==> config.mk <==
export PLATFORM = sky130hd
export DESIGN_NAME = mult_seq
export DESIGN_NICKNAME = d
export VERILOG_FILES = /design/src/rtl/mult_seq_pkg.sv /design/src/rtl/rr_arb2.sv /design/src/rtl/mult_seq.sv
export SDC_FILE = /design/constraint.sdc
export NUM_CORES = 1
export LEC_CHECK = 0
export CAP_MARGIN = 25
export CELL_PAD_IN_SITES_DETAIL_PLACEMENT = 0
export CELL_PAD_IN_SITES_GLOBAL_PLACEMENT = 1
export CORE_MARGIN = 2
export CORE_UTILIZATION = 28
export CTS_CLUSTER_DIAMETER = 30
export DETAILED_ROUTE_END_ITERATION = 6
export PLACE_DENSITY_LB_ADDON = 0.1
export SLEW_MARGIN = 20
export SYNTH_ARGS = -nofsm -noshare
export SYNTH_HDL_FRONTEND = slang
export SYNTH_SLANG_ARGS = --single-unit
==> constraint.sdc <==
create_clock -name clk -period 6.29 [get_ports clk]
set_input_delay 1.258 -clock clk [delete_from_list [all_inputs] [get_ports clk]]
set_output_delay 1.258 -clock clk [all_outputs]
set_load 0.01 [all_outputs]
==> src/rtl/mult_seq_pkg.sv <==
// mult_seq_pkg
// Shared definitions for the multiplier sequencer slice: default operand
// width and iteration count, number of requesting ports, and the
// sequencer state encoding.
package mult_seq_pkg;

  localparam int WIDTH_DEF  = 32;
  localparam int N_ITER_DEF = 32;
  localparam int NREQ       = 2;

  // IDLE: waiting for a request; LOAD: multiplier load strobe;
  // RUN: shift-add iterations; CAPT: product captured into HI/LO.
  typedef enum logic [1:0] {
    IDLE = 2'd0,
    LOAD = 2'd1,
    RUN  = 2'd2,
    CAPT = 2'd3
  } state_t;

endpackage

==> src/rtl/rr_arb2.sv <==
// rr_arb2
// Two-way round-robin arbiter. A lone request always wins; when both ports
// request, the port that was not granted last time wins. The remembered
// "last granted" port only moves when the caller accepts a grant.
// Ports:
//   clk        clock
//   reset      asynchronous active-high reset (last granted = port 1, so
//              port 0 wins the first tie)
//   i_req      per-port request levels
//   i_advance  caller accepts the current grant this cycle
//   o_grant    one-hot combinational grant (zero when nobody requests)
module rr_arb2
  import mult_seq_pkg::*;
(
  input  logic            clk,
  input  logic            reset,
  input  logic [NREQ-1:0] i_req,
  input  logic            i_advance,
  output logic [NREQ-1:0] o_grant
);

  logic r_lastPort;

  // Pick the winner from the current request pattern. Only the tie case
  // looks at which port was served last, so that port yields.
  always_comb begin
    o_grant = '0;
    case (i_req)
      2'b01:   o_grant = 2'b01;
      2'b10:   o_grant = 2'b10;
      2'b11:   o_grant = r_lastPort ? 2'b01 : 2'b10;
      default: o_grant = '0;
    endcase
  end

  // Remember who was served, but only once the grant is actually taken,
  // so an unaccepted winner does not lose its turn.
  always_ff @(posedge clk or posedge reset) begin
    if (reset) begin
      r_lastPort <= 1'b1;
    end else if (i_advance && (|i_req)) begin
      r_lastPort <= o_grant[1];
    end
  end

endmodule

==> src/rtl/mult_seq.sv <==
// mult_seq
// Sequencer for a shared iterative signed multiplier (one load cycle followed
// by N_ITER shift-add cycles). Arbitrates two requesters round-robin, latches
// the winner's operands, strobes the multiplier load, counts iterations, then
// captures the 64-bit product into the architectural HI/LO registers and
// pulses done for the port that owned the operation.
// Ports:
//   clk, reset          clock; asynchronous active-high reset
//   req[1:0]            request levels (port 0 = main unit, port 1 = aux unit)
//   a0,b0 / a1,b1       per-port signed operands
//   grant[1:0]          registered one-hot owner of the current operation
//   busy                high from LOAD through CAPT
//   done[1:0]           one-cycle pulse, HI/LO valid for that port
//   mul_srcA/mul_srcB   latched operands to the multiplier
//   mul_ctrl            multiplier load strobe (1 = load, 0 = iterate)
//   mul_hi/mul_lo       product halves from the multiplier
//   hi, lo              architectural HI/LO registers
// Optional build macro MULT_HILO_WRITE_EN adds hilo_we[1:0] ({HI,LO} write
// enables) and hilo_wdata, giving direct HI/LO writes while idle.
module mult_seq
  import mult_seq_pkg::*;
#(
  parameter int WIDTH  = WIDTH_DEF,
  parameter int N_ITER = N_ITER_DEF
) (
  input  logic             clk,
  input  logic             reset,
  input  logic [NREQ-1:0]  req,
  input  logic [WIDTH-1:0] a0,
  input  logic [WIDTH-1:0] b0,
  input  logic [WIDTH-1:0] a1,
  input  logic [WIDTH-1:0] b1,
  output logic [NREQ-1:0]  grant,
  output logic             busy,
  output logic [NREQ-1:0]  done,
  output logic [WIDTH-1:0] mul_srcA,
  output logic [WIDTH-1:0] mul_srcB,
  output logic             mul_ctrl,
  input  logic [WIDTH-1:0] mul_hi,
  input  logic [WIDTH-1:0] mul_lo,
  output logic [WIDTH-1:0] hi,
  output logic [WIDTH-1:0] lo
`ifdef MULT_HILO_WRITE_EN
  ,
  input  logic [1:0]       hilo_we,
  input  logic [WIDTH-1:0] hilo_wdata
`endif
);

  localparam int CNT_W = (N_ITER > 1) ? $clog2(N_ITER) : 1;
  localparam logic [CNT_W-1:0] CNT_LAST = CNT_W'(N_ITER - 1);

  state_t           r_state;
  state_t           w_next;
  logic [CNT_W-1:0] r_cnt;
  logic [NREQ-1:0]  r_grant;
  logic [NREQ-1:0]  r_done;
  logic [WIDTH-1:0] r_srcA;
  logic [WIDTH-1:0] r_srcB;
  logic [WIDTH-1:0] r_hi;
  logic [WIDTH-1:0] r_lo;
  logic [NREQ-1:0]  w_arbGrant;
  logic             w_advance;

  rr_arb2 u_arb (
    .clk       (clk),
    .reset     (reset),
    .i_req     (req),
    .i_advance (w_advance),
    .o_grant   (w_arbGrant)
  );

  // Next-state and control decode. A grant is accepted only from IDLE; the
  // load strobe is asserted for the single LOAD cycle, and RUN lasts until
  // the counter has seen N_ITER cycles.
  always_comb begin
    w_next    = r_state;
    w_advance = 1'b0;
    mul_ctrl  = 1'b0;
    busy      = 1'b1;
    case (r_state)
      IDLE: begin
        busy = 1'b0;
        if (|req) begin
          w_advance = 1'b1;
          w_next    = LOAD;
        end
      end
      LOAD: begin
        mul_ctrl = 1'b1;
        w_next   = RUN;
      end
      RUN: begin
        if (r_cnt == CNT_LAST) begin
          w_next = CAPT;
        end
      end
      CAPT: begin
        w_next = IDLE;
      end
      default: begin
        busy   = 1'b0;
        w_next = IDLE;
      end
    endcase
  end

  // State register. Reset mid-operation simply abandons the operation.
  always_ff @(posedge clk or posedge reset) begin
    if (reset) begin
      r_state <= IDLE;
    end else begin
      r_state <= w_next;
    end
  end

  // Datapath: operand latches, iteration counter, HI/LO and the done pulse.
  // Operands are captured once at grant time so requesters may change them
  // freely afterwards. done is cleared every cycle unless CAPT sets it, which
  // makes it a single-cycle pulse aligned with the new HI/LO values.
  always_ff @(posedge clk or posedge reset) begin
    if (reset) begin
      r_cnt   <= '0;
      r_grant <= '0;
      r_done  <= '0;
      r_srcA  <= '0;
      r_srcB  <= '0;
      r_hi    <= '0;
      r_lo    <= '0;
    end else begin
      r_done <= '0;
      case (r_state)
        IDLE: begin
          if (w_advance) begin
            r_grant <= w_arbGrant;
            r_srcA  <= w_arbGrant[1] ? a1 : a0;
            r_srcB  <= w_arbGrant[1] ? b1 : b0;
          end
`ifdef MULT_HILO_WRITE_EN
          if (hilo_we[1]) begin
            r_hi <= hilo_wdata;
          end
          if (hilo_we[0]) begin
            r_lo <= hilo_wdata;
          end
`endif
        end
        LOAD: begin
          r_cnt <= '0;
        end
        RUN: begin
          r_cnt <= r_cnt + CNT_W'(1);
        end
        CAPT: begin
          r_hi    <= mul_hi;
          r_lo    <= mul_lo;
          r_done  <= r_grant;
          r_grant <= '0;
        end
        default: begin
          r_grant <= '0;
        end
      endcase
    end
  end

  assign grant    = r_grant;
  assign done     = r_done;
  assign mul_srcA = r_srcA;
  assign mul_srcB = r_srcB;
  assign hi       = r_hi;
  assign lo       = r_lo;

endmodule

==> results.sh <==
export IMPL_dp_cells=1112
export IMPL_tns_ps=0
export IMPL_cts_buffer_depth=2
export IMPL_grt_overflow=0
export IMPL_drive_gt1_frac=0.123
export IMPL_yosys_top_cells_area="dfrtp_1, mux2_2, nand2_1"
export IMPL_slowest_stage="clkdlybuf4s50_1"
export IMPL_dieArea_um2=22100
export IMPL_core_area_um2=20400
export IMPL_dieWidth_um=149
export IMPL_final_period_utilization=0.502
export IMPL_path_cells="inv_1 -> ha_1 -> inv_1 -> clkdlybuf4s50_1"
export IMPL_hold_path_class="flop to flop"
export IMPL_yosysSeqAreaShare=0.597
export IMPL_maxCapViolCount=0
export IMPL_p_per_area_nw_per_um2=480
export IMPL_synth_edf_count=0
export IMPL_post_route_min_period_ps=3160
export IMPL_min_delay_start="hi[27]"
export IMPL_first_iter_violations=228
export IMPL_hold_end="hi[27]"
export IMPL_async_flop_share=1.00
export IMPL_critPathTopFamily="buffers and inverters"
export IMPL_cts_resized=0
export IMPL_grt_use_total=0.173
export IMPL_cts_tree="built"
export IMPL_slew_headroom=0.398
export IMPL_drc=0
export IMPL_grt_max_degree=105
export IMPL_syn_area_per_cell_um2=10.7
export IMPL_routed_wl_um=19400
export IMPL_holdWs_ps=503
export IMPL_antenna_found_initial=0
export IMPL_p_leak_nw=4.07
export IMPL_port_buffers=329
export IMPL_reg2reg_to="mul_srcA[3]"
export IMPL_clock_fmax_ghz=0.317
export IMPL_slowest_delay_ps=520
export IMPL_cp_common_cell="inv_1"
export IMPL_start_util=0.287
export IMPL_design_area_um2=9920
export IMPL_yosysWarnings=0
export IMPL_cts_made_buffers=17
export IMPL_worst_slew_pin_slew_ps=903
export IMPL_root_buffer="clkbuf_16"
export IMPL_cts_hold_buf=0
export IMPL_fillCellCount=1868
export IMPL_rr_worst_depth=6
export IMPL_post_synth_instance_area_um2=5870
export IMPL_worstPathArrival_ps=1900
export IMPL_syn_num_nets=748
export IMPL_hold_viol_final=0
export IMPL_grt_pass1_wl_um=29300
export IMPL_final_setup_viol_count=0
export IMPL_final_cells=1145
export IMPL_post_drt_wl_per_cell_um=17.0
export IMPL_ant_nets=0
export IMPL_dp_hpwl_um=14100
export IMPL_cp_max_fo=8
export IMPL_rsz0062_at_grt="no"
export IMPL_vdd_drop_max_mv=0.229
export IMPL_crit_type="flop to output port"
export IMPL_synth_ff_type="dfrtp_1"
export IMPL_crit_buf_inv=3
export IMPL_yosysTopAreaCellShare=0.593
export IMPL_startpoint_type="flop"
export IMPL_post_dp_cell_area_um2=9350
export IMPL_syn_inst=546
export IMPL_syn_to_final_growth_pct=69.1
export IMPL_r2r_start="r_state[1]"
export IMPL_cts_clk_slew_worst_paths_ps=60
export IMPL_grt_pass1_vias=5113
export IMPL_synthMostInstantiatedCell="dfrtp_1"
export IMPL_drt_first_pass_iters=4
export IMPL_ys_types=27
export IMPL_post_cts_buffers=0
export IMPL_die_y_um=149
export IMPL_synth_area_leader_cell="dfrtp_1"
export IMPL_fin_skew_ps=9.09
export IMPL_finalNetCount=1064
export IMPL_crit_path_end_kind="output port"
export IMPL_diodes=0
export IMPL_ios=330
export IMPL_finalPower_mw=4.76
export IMPL_outcome="finished clean"
export IMPL_slew_viol_final=0
export IMPL_htree_levels=4
export IMPL_clock_sinks=140
export IMPL_clock_latency_ps=420
export IMPL_crit_required_ps=5030
export IMPL_routed_via_density=4.41
export IMPL_ys_top_cells_by_count="dfrtp_1, nand2_1, a31oi_1, nor2_1, mux2_2"
export IMPL_via_count=5054
export IMPL_min_path_cells=1
export IMPL_place_congestion=0.767
export IMPL_reg2reg_slack_ps=3830
export IMPL_rows=52
export IMPL_ys_ff_latch=140
layer usage:
metal	vias up	routed length (um)	global-route usage
li1	2487	-	-
met1	2363	7680	0.202
met2	186	9980	0.306
met3	18	1490	0.0517
met4	0	264	0.0552
met5	-	0	0
worst reg2reg max path, cell delays in order (launching register included):
cell and delay (ps):
dfrtp_1 410, inv_1 120, ha_1 340, o21a_4 640
buf_4 600, nor2_1 120, a31oi_1 160
report_power, final:
| part | internal [mW] | total [mW] | switching, mW | leakage, nW |
|---|---|---|---|---|
| clock | 0.526 | 0.924 | 0.399 | 0.266 |
| combinational | 1.28 | 2.25 | 0.969 | 2.19 |
| sequential | 1.36 | 1.59 | 0.235 | 1.62 |
metrics by stage:
stage | utilization | setup WS (ps)
after detailed placement | 0.458 | 2780
after global routing | 0.486 | 2940
after global placement | 0.458 | 2820
after CTS | 0.484 | 3090
after floorplan | - | 1280
final | 0.486 | 3130
worst max path at each step:
stage,start,endpoint,cells past startpoint
4_1_cts,r_state[0],busy,4
6_report,r_state[1],busy,4
3_3_place_gp,req[0],mul_srcB[27],5
3_5_place_dp,req[0],mul_srcA[3],5
2_1_floorplan,reset,done[0],1
5_1_grt,req[0],mul_srcB[13],5
cell families after synthesis:
kind of cell | share of synthesized area
muxes | 0.126
buffers and inverters | 0.0414
and+or+nand+nor | 0.138
DFF | 0.597
adders and majority gates | 0.0128
AOI/OAI and AO/OA | 0.0848
cells in the final DEF (no fill, tap or decap), drive strengths merged:
| master | synthesis | routed |
|---|---|---|
| nand2 | 132 | 132 |
| nor3b | 1 | 1 |
| a21oi | 2 | 2 |
| clkbuf | 3 | 19 |
| a31oi | 65 | 65 |
| mux2 | 64 | 64 |
| a21bo | 1 | 1 |
| nand3 | 6 | 6 |
| and3 | 1 | 1 |
| dfrtp | 139 | 139 |
| nor2b | 1 | 1 |
| o311ai | 2 | 2 |
| o21a | 1 | 1 |
| mux2i | 2 | 2 |
| clkinvlp | 0 | 3 |
| clkdlybuf4s50 | 0 | 329 |
| inv | 8 | 10 |
| clkinv | 0 | 8 |
| o21ai | 6 | 6 |
| dfstp | 1 | 1 |
| and2 | 2 | 2 |
| nand2b | 1 | 1 |
| buf | 35 | 6 |
| ha | 6 | 6 |
| a21boi | 1 | 1 |
| nor2 | 65 | 65 |
| o22a | 1 | 1 |
area by class of cell:
class / count / area (um^2) / area share
clock buffers: 19 / 453 / 0.0456
clock inverters: 13 / 91.3 / 0.00920
inverters: 8 / 35.0 / 0.00353
multi-input cells: 360 / 2140 / 0.216
flip-flops and latches: 140 / 3500 / 0.353
well taps: 270 / 338 / 0.0340
repair buffers: 335 / 3360 / 0.338
flip-flops by register name, indices dropped and copies added, names as in the netlist:
signal and cells:
r_cnt 5, mul_srcB 32, done 2, mul_srcA 32, u_arb.r_lastPort 1, hi 32
grant 2, r_state 2, lo 32
Note: power is estimated with default switching activity, not from simulation.
